--- src/rtl/dice_pkg.sv ---
// Shared constants for the multi-die roller: die-type indices, face table,
// FSM state encoding and LFSR geometry.
package dice_pkg;

    localparam int LFSR_W    = 32;
    localparam int VAL_W     = 7;
    localparam int SUM_W     = 9;
    localparam int SEL_W     = 3;
    localparam int CNT_W     = 8;
    localparam int NUM_TYPES = 7;

    localparam logic [SEL_W-1:0] DIE_D4   = 3'd0;
    localparam logic [SEL_W-1:0] DIE_D6   = 3'd1;
    localparam logic [SEL_W-1:0] DIE_D8   = 3'd2;
    localparam logic [SEL_W-1:0] DIE_D10  = 3'd3;
    localparam logic [SEL_W-1:0] DIE_D12  = 3'd4;
    localparam logic [SEL_W-1:0] DIE_D20  = 3'd5;
    localparam logic [SEL_W-1:0] DIE_D100 = 3'd6;

    // Feedback taps 32,22,2,1 expressed as a mask over state bits 31,21,1,0.
    localparam logic [LFSR_W-1:0] LFSR_TAPS = 32'h8020_0003;

    typedef enum logic [1:0] {
        ST_IDLE    = 2'd0,
        ST_ROLLING = 2'd1,
        ST_SUMMING = 2'd2
    } state_e;

    // Unused encoding 7 maps to a nonzero face count so the modulo never divides by zero.
    function automatic logic [VAL_W-1:0] faceCount(input logic [SEL_W-1:0] sel);
        logic [VAL_W-1:0] f;
        case (sel)
            DIE_D4:   f = 7'd4;
            DIE_D6:   f = 7'd6;
            DIE_D8:   f = 7'd8;
            DIE_D10:  f = 7'd10;
            DIE_D12:  f = 7'd12;
            DIE_D20:  f = 7'd20;
            DIE_D100: f = 7'd100;
            default:  f = 7'd4;
        endcase
        return f;
    endfunction

endpackage

--- src/rtl/dice_lfsr.sv ---
// Free-running 32-bit Fibonacci LFSR; it shifts every clock regardless of
// what the roller is doing, so roll outcomes depend on key timing.
module dice_lfsr
    import dice_pkg::*;
#(
    parameter logic [LFSR_W-1:0] SEED = 32'hACE1_2468
) (
    input  logic              Clk,
    input  logic              Rst,
    output logic [LFSR_W-1:0] state_o
);

    logic [LFSR_W-1:0] state_q;
    logic [LFSR_W-1:0] state_d;

    always_comb begin
        state_d = {state_q[LFSR_W-2:0], ^(state_q & LFSR_TAPS)};
    end

    always_ff @(posedge Clk or posedge Rst) begin
        if (Rst) begin
            state_q <= SEED;
        end else begin
            state_q <= state_d;
        end
    end

    assign state_o = state_q;

endmodule

--- src/rtl/multi_dice_roller.sv ---
// Multi-die roller: inc/dec keys pick a die type, the roll key animates
// NUM_DICE dice from the LFSR, then the final values and their sum are published.
module multi_dice_roller
    import dice_pkg::*;
#(
    parameter int                NUM_DICE     = 2,
    parameter int                ROLL_CYCLES  = 8,
    parameter int                DEFAULT_DICE = 1,
    parameter logic [LFSR_W-1:0] SEED         = 32'hACE1_2468
) (
    input  logic                      Clk,
    input  logic                      Rst,
    input  logic                      key_inc,
    input  logic                      key_dec,
    input  logic                      key_roll,
    output logic [SEL_W-1:0]          dice_sel,
    output logic [VAL_W-1:0]          faces,
    output logic [VAL_W*NUM_DICE-1:0] values,
    output logic [SUM_W-1:0]          sum,
    output logic                      busy,
    output logic                      valid
);

    localparam logic [CNT_W-1:0] CNT_LOAD  = CNT_W'(ROLL_CYCLES - 1);
    localparam logic [SEL_W-1:0] SEL_RESET = SEL_W'(DEFAULT_DICE);

    state_e                    state_q;
    logic [SEL_W-1:0]          sel_q;
    logic [VAL_W*NUM_DICE-1:0] values_q;
    logic [SUM_W-1:0]          sum_q;
    logic                      busy_q;
    logic                      valid_q;
    logic [CNT_W-1:0]          cnt_q;
    logic                      incPrev_q;
    logic                      decPrev_q;
    logic                      rollPrev_q;

    logic [LFSR_W-1:0]         lfsrState;
    logic [VAL_W-1:0]          facesCur;
    logic                      incEdge;
    logic                      decEdge;
    logic                      rollEdge;
    logic [VAL_W*NUM_DICE-1:0] rollVals_d;
    logic [SUM_W-1:0]          sum_d;

    dice_lfsr #(
        .SEED(SEED)
    ) u_lfsr (
        .Clk    (Clk),
        .Rst    (Rst),
        .state_o(lfsrState)
    );

    assign facesCur = faceCount(sel_q);
    assign incEdge  = key_inc  & ~incPrev_q;
    assign decEdge  = key_dec  & ~decPrev_q;
    assign rollEdge = key_roll & ~rollPrev_q;

    // Each die takes its own 7-bit slice of the LFSR; the modulo bias is tolerated.
    always_comb begin
        rollVals_d = '0;
        for (int i = 0; i < NUM_DICE; i++) begin
            rollVals_d[VAL_W*i +: VAL_W] = (lfsrState[VAL_W*i +: VAL_W] % facesCur) + 7'd1;
        end
    end

    always_comb begin
        sum_d = '0;
        for (int i = 0; i < NUM_DICE; i++) begin
            sum_d = sum_d + SUM_W'(values_q[VAL_W*i +: VAL_W]);
        end
    end

    // Previous-key registers reset high so a key already held at reset release is not an edge.
    always_ff @(posedge Clk or posedge Rst) begin
        if (Rst) begin
            state_q    <= ST_IDLE;
            sel_q      <= SEL_RESET;
            values_q   <= '0;
            sum_q      <= '0;
            busy_q     <= 1'b0;
            valid_q    <= 1'b0;
            cnt_q      <= '0;
            incPrev_q  <= 1'b1;
            decPrev_q  <= 1'b1;
            rollPrev_q <= 1'b1;
        end else begin
            incPrev_q  <= key_inc;
            decPrev_q  <= key_dec;
            rollPrev_q <= key_roll;
            case (state_q)
                ST_IDLE: begin
                    if (rollEdge) begin
                        state_q <= ST_ROLLING;
                        cnt_q   <= CNT_LOAD;
                        valid_q <= 1'b0;
                        busy_q  <= 1'b1;
                    end else if (incEdge && !decEdge) begin
                        sel_q    <= (sel_q == DIE_D100) ? DIE_D4 : sel_q + 3'd1;
                        values_q <= '0;
                        sum_q    <= '0;
                        valid_q  <= 1'b0;
                    end else if (decEdge && !incEdge) begin
                        sel_q    <= (sel_q == DIE_D4) ? DIE_D100 : sel_q - 3'd1;
                        values_q <= '0;
                        sum_q    <= '0;
                        valid_q  <= 1'b0;
                    end
                end
                ST_ROLLING: begin
                    values_q <= rollVals_d;
                    if (cnt_q == '0) begin
                        state_q <= ST_SUMMING;
                    end else begin
                        cnt_q <= cnt_q - 8'd1;
                    end
                end
                ST_SUMMING: begin
                    sum_q   <= sum_d;
                    valid_q <= 1'b1;
                    busy_q  <= 1'b0;
                    state_q <= ST_IDLE;
                end
                default: begin
                    state_q <= ST_IDLE;
                    busy_q  <= 1'b0;
                end
            endcase
        end
    end

    assign dice_sel = sel_q;
    assign faces    = facesCur;
    assign values   = values_q;
    assign sum      = sum_q;
    assign busy     = busy_q;
    assign valid    = valid_q;

endmodule

--- config.mk ---
export PLATFORM = sky130hd
export DESIGN_NAME = multi_dice_roller
export DESIGN_NICKNAME = d
export VERILOG_FILES = /design/src/rtl/dice_pkg.sv /design/src/rtl/dice_lfsr.sv /design/src/rtl/multi_dice_roller.sv
export SDC_FILE = /design/constraint.sdc
export NUM_CORES = 1
export LEC_CHECK = 0
export CAP_MARGIN = 15
export CORE_MARGIN = 1
export CORE_UTILIZATION = 35
export CTS_CLUSTER_SIZE = 25
export DETAILED_ROUTE_END_ITERATION = 8
export PLACE_DENSITY = 0.49
export SLEW_MARGIN = 10
export SYNTH_ARGS = -nofsm -noshare
export SYNTH_HDL_FRONTEND = slang
export SYNTH_SLANG_ARGS = --single-unit
--- constraint.sdc ---
create_clock -name Clk -period 11.79 [get_ports Clk]
set_input_delay 2.358 -clock Clk [delete_from_list [all_inputs] [get_ports Clk]]
set_output_delay 2.358 -clock Clk [all_outputs]
set_load 0.005 [all_outputs]
==> results.yml, run 1 <==
route:
  drt-wirelength-per-cell_um: 15.8
  drt_iter0_drc: 220
  vias: 4234
  final_antenna_net_count: 0
  first_pass_iters: 5
  viasPerCell: 5.37
  wl_mm: 12.4
  drc: 0
floorplan:
  io_pins: 40
  die_h_um: 126
  core_area_sq_um: 14800
  start_util_pct: 36.3
  die_x_um: 126
  rows: 44
  fp.dieArea_sq_um: 15800
synthesis:
  synthFlopType: "dfrtp_1"
  synth_seq_cells: 72
  yosys.area.top_type: "dfrtp_1"
  syn-mean-instance-area_sq_um: 9.50
  syn_inst: 564
  yosys-top-cells-area: "dfrtp_1 26%, ha_1 15%, dfstp_2 8.3%, xnor2_1 3.4%, o21ai_0 3.3%"
  synth_commonest_cells: "66 x ha_1, 55 x dfrtp_1, 42 x nor2_1, 37 x nand2_1, 35 x o21ai_0"
  synth-compound-area-share_pct: 23.3
  synth_edf_count: 0
  ys_seq_area_share_pct: 34.0
  synth_top_family_by_area: "compound AO/OA/AOI/OAI gates"
  yosys.area.top_type_share_pct: 25.7
  yosys_warnings: 0
  synth_mux_area_share_pct: 2.36
  synth-simple-area-share_pct: 14.5
  yosysMostFrequentCell: "ha_1"
  synth-adder-area-share_pct: 15.8
  synth_xor_area_share_pct: 5.72
  synthArstFlopShare_pct: 100
  synth_area_sq_um: 5360
  yosys.cell_types.count: 76
flow_run:
  drv_cap: 0
clock_tree:
  cts_buffer_depth: 2
  clk_pin_slew_ns: 0.06
  htree_levels: 3
  cts-root-buf: "clkbuf_16"
  tritoncts: "done"
  cts.sinks: 72
  post_cts_buffers: 0
  cts_hold_buf: 0
  clk_latency_ns: 0.35
  numCtsBuffers: 9
  cts_resized: 0
worst_setup_path:
  cpMaxStageDelayCell: "a2111oi_4"
  crit_type: "reg -> reg"
  crit_buf_inv: 1
  critPathArrivalTime_ns: 10.94
  r2r_slack_ns: 1.08
  r2r-start: "dice_sel[0]$_DFFE_PP1P_"
  path_max_fanout: 13
  end_kind: "flip-flop"
  r2r_cells: 37
  critPathMaxStageDelay_ns: 0.69
  crit_path_start_kind: "flip-flop"
  worstPathRequired_ns: 12.03
  cp_common_cell: "ha_1"
  crit_family: "compound AO/OA/AOI/OAI gates"
  r2r-end: "values[11]$_DFFE_PP0P_"
cells_and_area:
  multi_input_area_sq_um: 3310
  final_nets: 671
  n_fill_cell: 1443
  fin_cells: 788
  layout-drive-gt1-share_pct: 11.6
  diodes: 0
  area_growth_pct: 15.7
  register_area_sq_um: 1820
  final_area_sq_um: 6200
sta:
  fin_skew_ns: 0.00819
  timing.hold.ws_ns: 0.350
  slew_headroom_pct: 32.3
  tightest_slew_ns: 1.01
  tns_ns: 0
  period_share_pct: 90.8
  rsz0062_at_grt: "false"
  hold_violations: 0
  final-max-slew-violation-count: 0
  setup_viol: 0
  fmax_mhz: 93.4
  period_needed_ns: 10.71
min_path:
  worstHoldPathCells: 0
  hp-start: "u_lfsr.state_o[15]$_DFF_PP0_"
  hold_class: "reg -> reg"
  min_to: "u_lfsr.state_o[16]$_DFF_PP1_"
global_route:
  grt_pass1_wl_mm: 21.2
  gr-usage-all-layers_pct: 17.0
  grt_max_degree: 73
  grt_pass1_vias: 4197
  antenna_found_initial: 0
  grt_overflow: 0
outcome:
  status: "completed"
place:
  gp_congestion: 0.828
  dp_cells: 771
  numPortBuffers: 37
  dpl.hpwl_mm: 9.37
  placed_area_sq_um: 5900
## state kept, by name (all words and copies together) (netlist names)
| signal | count |
|---|---|
| u_lfsr.state_o | 32 |
| values | 14 |
| cnt_q | 8 |
| sum | 8 |
| dice_sel | 3 |
| state_q | 2 |
| busy | 1 |
| decPrev_q | 1 |
| incPrev_q | 1 |
| rollPrev_q | 1 |
| valid | 1 |
## cell type report
cell class | count | share of cell area [%]
clock buffer | 12 | 3.97
clock inverter | 4 | 0.868
inverter | 34 | 2.06
multi-input combinational | 439 | 53.4
sequential | 72 | 29.4
tap | 184 | 3.71
timing repair buffer | 43 | 6.62
## metrics by stage
step | setup WS, ns | utilization [%]
global route | 0.219 | 42.0
detailed placement | 1.17 | 40.0
global placement | 1.55 | 39.9
CTS | 1.16 | 42.0
floorplan | 2.32 | -
finish | 1.08 | 42.0
## worst max path at each step
stage | start | endpoint | slack (ns) | depth (start not counted)
floorplan | dice_sel[0]$_DFFE_PP1P_ | values[11]$_DFFE_PP0P_ | 2.32 | 38
global placement | dice_sel[0]$_DFFE_PP1P_ | values[11]$_DFFE_PP0P_ | 1.55 | 37
finish | dice_sel[0]$_DFFE_PP1P_ | values[11]$_DFFE_PP0P_ | 1.08 | 37
CTS | dice_sel[0]$_DFFE_PP1P_ | values[11]$_DFFE_PP0P_ | 1.16 | 37
global route | dice_sel[0]$_DFFE_PP1P_ | values[11]$_DFFE_PP0P_ | 0.22 | 37
detailed placement | dice_sel[0]$_DFFE_PP1P_ | values[11]$_DFFE_PP0P_ | 1.17 | 37
## cell usage in the layout (no fill, tap or decap), types with 6 or more instances in the layout
master / n
xor2_1: 14
o21a_1: 14
or2_2: 6
and2_1: 6
or3_1: 7
nor2b_1: 7
dfrtp_1: 55
a22o_1: 10
clkbuf_16: 9
a21oi_1: 26
clkdlybuf4s50_1: 37
xnor2_1: 21
mux2i_1: 7
nand2_1: 37
nand3_1: 18
nor3_1: 11
dfstp_2: 17
nor2_1: 42
inv_1: 33
o21ai_0: 35
ha_1: 66
a21o_1: 6
## worst register-to-register path: cells and delay by family, from the launching register on
kind	cells	cell delay, ns
buffers and inverters	1	0.10
muxes	3	1.20
and+or+nand+nor	10	2.39
AOI/OAI and AO/OA	14	3.90
xor gates and xnor gates	1	0.15
adders and majority gates	8	2.30
DFF	1	0.58
## routing by layer
layer / track usage, % / part of all wire [%] / vias up
met1: 22.3 / 48 / 2008
li1: - / - / 2127
met3: 3.95 / 4.0 / 14
met2: 27.6 / 46 / 85
met4: 5.38 / 1.4 / 0
met5: 0 / 0 / -
## logic make-up after synthesis
logic type | after synthesis
AO/OA/AOI/OAI | 165
XOR/XNOR | 35
adder cells (fa/ha/maj) | 67
buffers and inverters | 54
flip-flops | 72
multiplexers | 12
other | 1
AND/OR/NAND/NOR | 158
Power of run 1 is left out: the tool's default activity adds up to more than one toggle a clock period on the data nets, which glitch-free logic cannot reach.
==> run 2, diff against run 1 <==
Settings changed: ABC_AREA from default to 1.
==> run 2 against run 1 <==
Effect of this change: hold slack lost 0.0046 ns; synthesized cell count up 25%; clock skew is 0.00064 ns lower; synthesized area increased by 1.8%; core utilization is 0.42 points lower; sequential cell count stayed put; clock-buffer cell count up 2; critical path depth is 22 higher; sequential share of layout area fell by 0.58 points; global-route usage down 1.1 points; worst setup slack improved by 2.3 ns.
==> results.yml, run 2 <==
outcome:
  status: "completed"
sta:
  final-max-slew-violation-count: 0
  fmax_mhz: 119
  fin_skew_ns: 0.00755
  tns_ns: 0
  hold_violations: 0
  rsz0062_at_grt: "false"
  slew_headroom_pct: 39.2
  period_share_pct: 71.4
  tightest_slew_ns: 0.911
  setup_viol: 0
  period_needed_ns: 8.42
cells_and_area:
  layout_commonest_cell: "nand2_1"
  area_growth_pct: 16.0
  largest_register_ffs: 32
  final_nets: 816
  layout-drive-gt1-share_pct: 11.9
  layout_common_cells: "168 x nand2_1, 104 x inv_1, 66 x ha_1"
  n_fill_cell: 1533
  diodes: 0
floorplan:
  start_util_pct: 35.9
  die_x_um: 127
  rows: 45
  core_area_sq_um: 15200
  die_h_um: 127
  io_pins: 40
  fp.dieArea_sq_um: 16100
synthesis:
  ys_seq_area_share_pct: 33.4
  yosys.cell_types.count: 42
  synth_top_family_by_area: "simple AND/OR/NAND/NOR gates"
  synth-compound-area-share_pct: 8.65
  synth-simple-area-share_pct: 28.8
  yosys.area.top_type_share_pct: 25.2
  synth_xor_area_share_pct: 4.34
  yosys_warnings: 0
  synth_edf_count: 0
  yosys.area.top_type: "dfrtp_1"
  syn-mean-instance-area_sq_um: 7.71
  syn_inst: 707
  synthFlopType: "dfrtp_1"
  synthArstFlopShare_pct: 100
  yosys-top-cells-area: "dfrtp_1 25%, ha_1 15%, nand2_1 12%, dfstp_2 8.2%, inv_1 7.2%"
  synth_mux_area_share_pct: 0
  synth-adder-area-share_pct: 15.5
  yosysMostFrequentCell: "nand2_1"
  synth_commonest_cells: "168 x nand2_1, 105 x inv_1, 66 x ha_1, 55 x dfrtp_1, 49 x nor2_1"
  synth_seq_cells: 72
  synth_area_sq_um: 5450
clock_tree:
  clk_latency_ns: 0.34
  cts.sinks: 72
  cts_hold_buf: 0
  numCtsBuffers: 9
  tritoncts: "done"
  cts-root-buf: "clkbuf_16"
  cts_buffer_depth: 2
  clk_pin_slew_ns: 0.05
  post_cts_buffers: 0
  cts_resized: 0
  htree_levels: 3
route:
  viasPerCell: 4.74
  drt_iter0_drc: 202
  drt-wirelength-per-cell_um: 12.5
  wl_mm: 11.7
  drc: 0
  final_antenna_net_count: 0
  first_pass_iters: 4
  vias: 4445
worst_setup_path:
  cpMaxStageDelayCell: "dfstp_2"
  critical_path_depth: 59
  crit_type: "reg -> reg"
  r2r_cells: 59
  critPathArrivalTime_ns: 8.65
  r2r_slack_ns: 3.37
  end_kind: "flip-flop"
  r2r-start: "dice_sel[0]$_DFFE_PP1P_"
  cp_common_cell: "nand2_1"
  crit_family: "simple AND/OR/NAND/NOR gates"
  path_max_fanout: 13
  crit_path_start_kind: "flip-flop"
  crit_start: "dice_sel[0]$_DFFE_PP1P_"
  endpoint: "values[6]$_DFFE_PP0P_"
  crit_buf_inv: 13
  worstPathRequired_ns: 12.02
  r2r-end: "values[6]$_DFFE_PP0P_"
  critPathMaxStageDelay_ns: 0.57
global_route:
  grt_max_degree: 73
  gr-usage-all-layers_pct: 15.9
  grt_pass1_wl_mm: 20.3
  antenna_found_initial: 0
  grt_pass1_vias: 4418
  grt_overflow: 0
place:
  dpl.hpwl_mm: 9.13
  numPortBuffers: 37
  gp_congestion: 0.827
min_path:
  worstHoldPathCells: 0
  hold_class: "reg -> reg"
flow_run:
  drv_cap: 0
run 2: cell count changes after synthesis, sizes merged, moves of 7 or more:
cell	change
nand3	+45
o21a	-14
o31ai	-7
or3	-7
inv	+80
nor2	+14
nor2b	-7
mux2i	-7
xnor2	-7
nand2	+144
run 2: worst reg2reg max path: cells and delay by family, from the launching register on:
kind	cells	cell delay [ns]
compound gates	6	1.01
fa+ha+maj	8	2.30
flops	1	0.57
buf+inv	13	1.14
simple gates	32	3.26
run 2: cells by family (layout without fill, tap and decap cells):
kind of cell / Yosys count / in the layout
AOI/OAI and AO/OA: 83 / 83
xor gates and xnor gates: 27 / 27
buffers and inverters: 128 / 169
other: 1 / 2
and+or+nand+nor: 329 / 329
DFF: 72 / 72
adders and majority gates: 67 / 67
run 2: through the flow:
step	instance area, sq um	setup WS (ns)	instances	util [%]	hold WS (ns)
floorplan	5460	3.96	708	-	0.331
global placement	6010	3.51	921	39.5	0.335
detailed placement	6010	3.37	921	39.5	0.335
CTS	6320	3.33	937	41.6	0.346
global route	6320	2.34	937	41.6	0.357
finish	6320	3.37	937	41.6	0.345
run 2: how the worst min path moves through the flow:
stage	start	endpoint
2_1_floorplan	u_lfsr.state_o[14]$_DFF_PP0_	u_lfsr.state_o[15]$_DFF_PP0_
6_report	u_lfsr.state_o[19]$_DFF_PP0_	u_lfsr.state_o[20]$_DFF_PP0_
3_3_place_gp	u_lfsr.state_o[28]$_DFF_PP0_	u_lfsr.state_o[29]$_DFF_PP1_
5_1_grt	u_lfsr.state_o[19]$_DFF_PP0_	u_lfsr.state_o[20]$_DFF_PP0_
3_5_place_dp	u_lfsr.state_o[19]$_DFF_PP0_	u_lfsr.state_o[20]$_DFF_PP0_
4_1_cts	u_lfsr.state_o[28]$_DFF_PP0_	u_lfsr.state_o[29]$_DFF_PP1_
run 2: routing by layer:
| layer | wire length (um) | track usage (%) | share of wire, % |
|---|---|---|---|
| met5 | 0 | 0 | 0 |
| met4 | 171 | 4.76 | 1.5 |
| met3 | 391 | 3.96 | 3.3 |
| met2 | 5390 | 27.0 | 46 |
| met1 | 5720 | 19.8 | 49 |
run 2: layout make-up:
class / instances / area, sq um / area share, %
Clock inverter: 2 / 35.0 / 0.554
Clock buffer: 14 / 284 / 4.49
Tap cell: 188 / 235 / 3.72
Sequential cell: 72 / 1820 / 28.8
Inverter: 114 / 430 / 6.81
Multi-Input combinational cell: 508 / 3130 / 49.5
Timing Repair Buffer: 39 / 385 / 6.09
Power of run 2 is left out for the same reason.
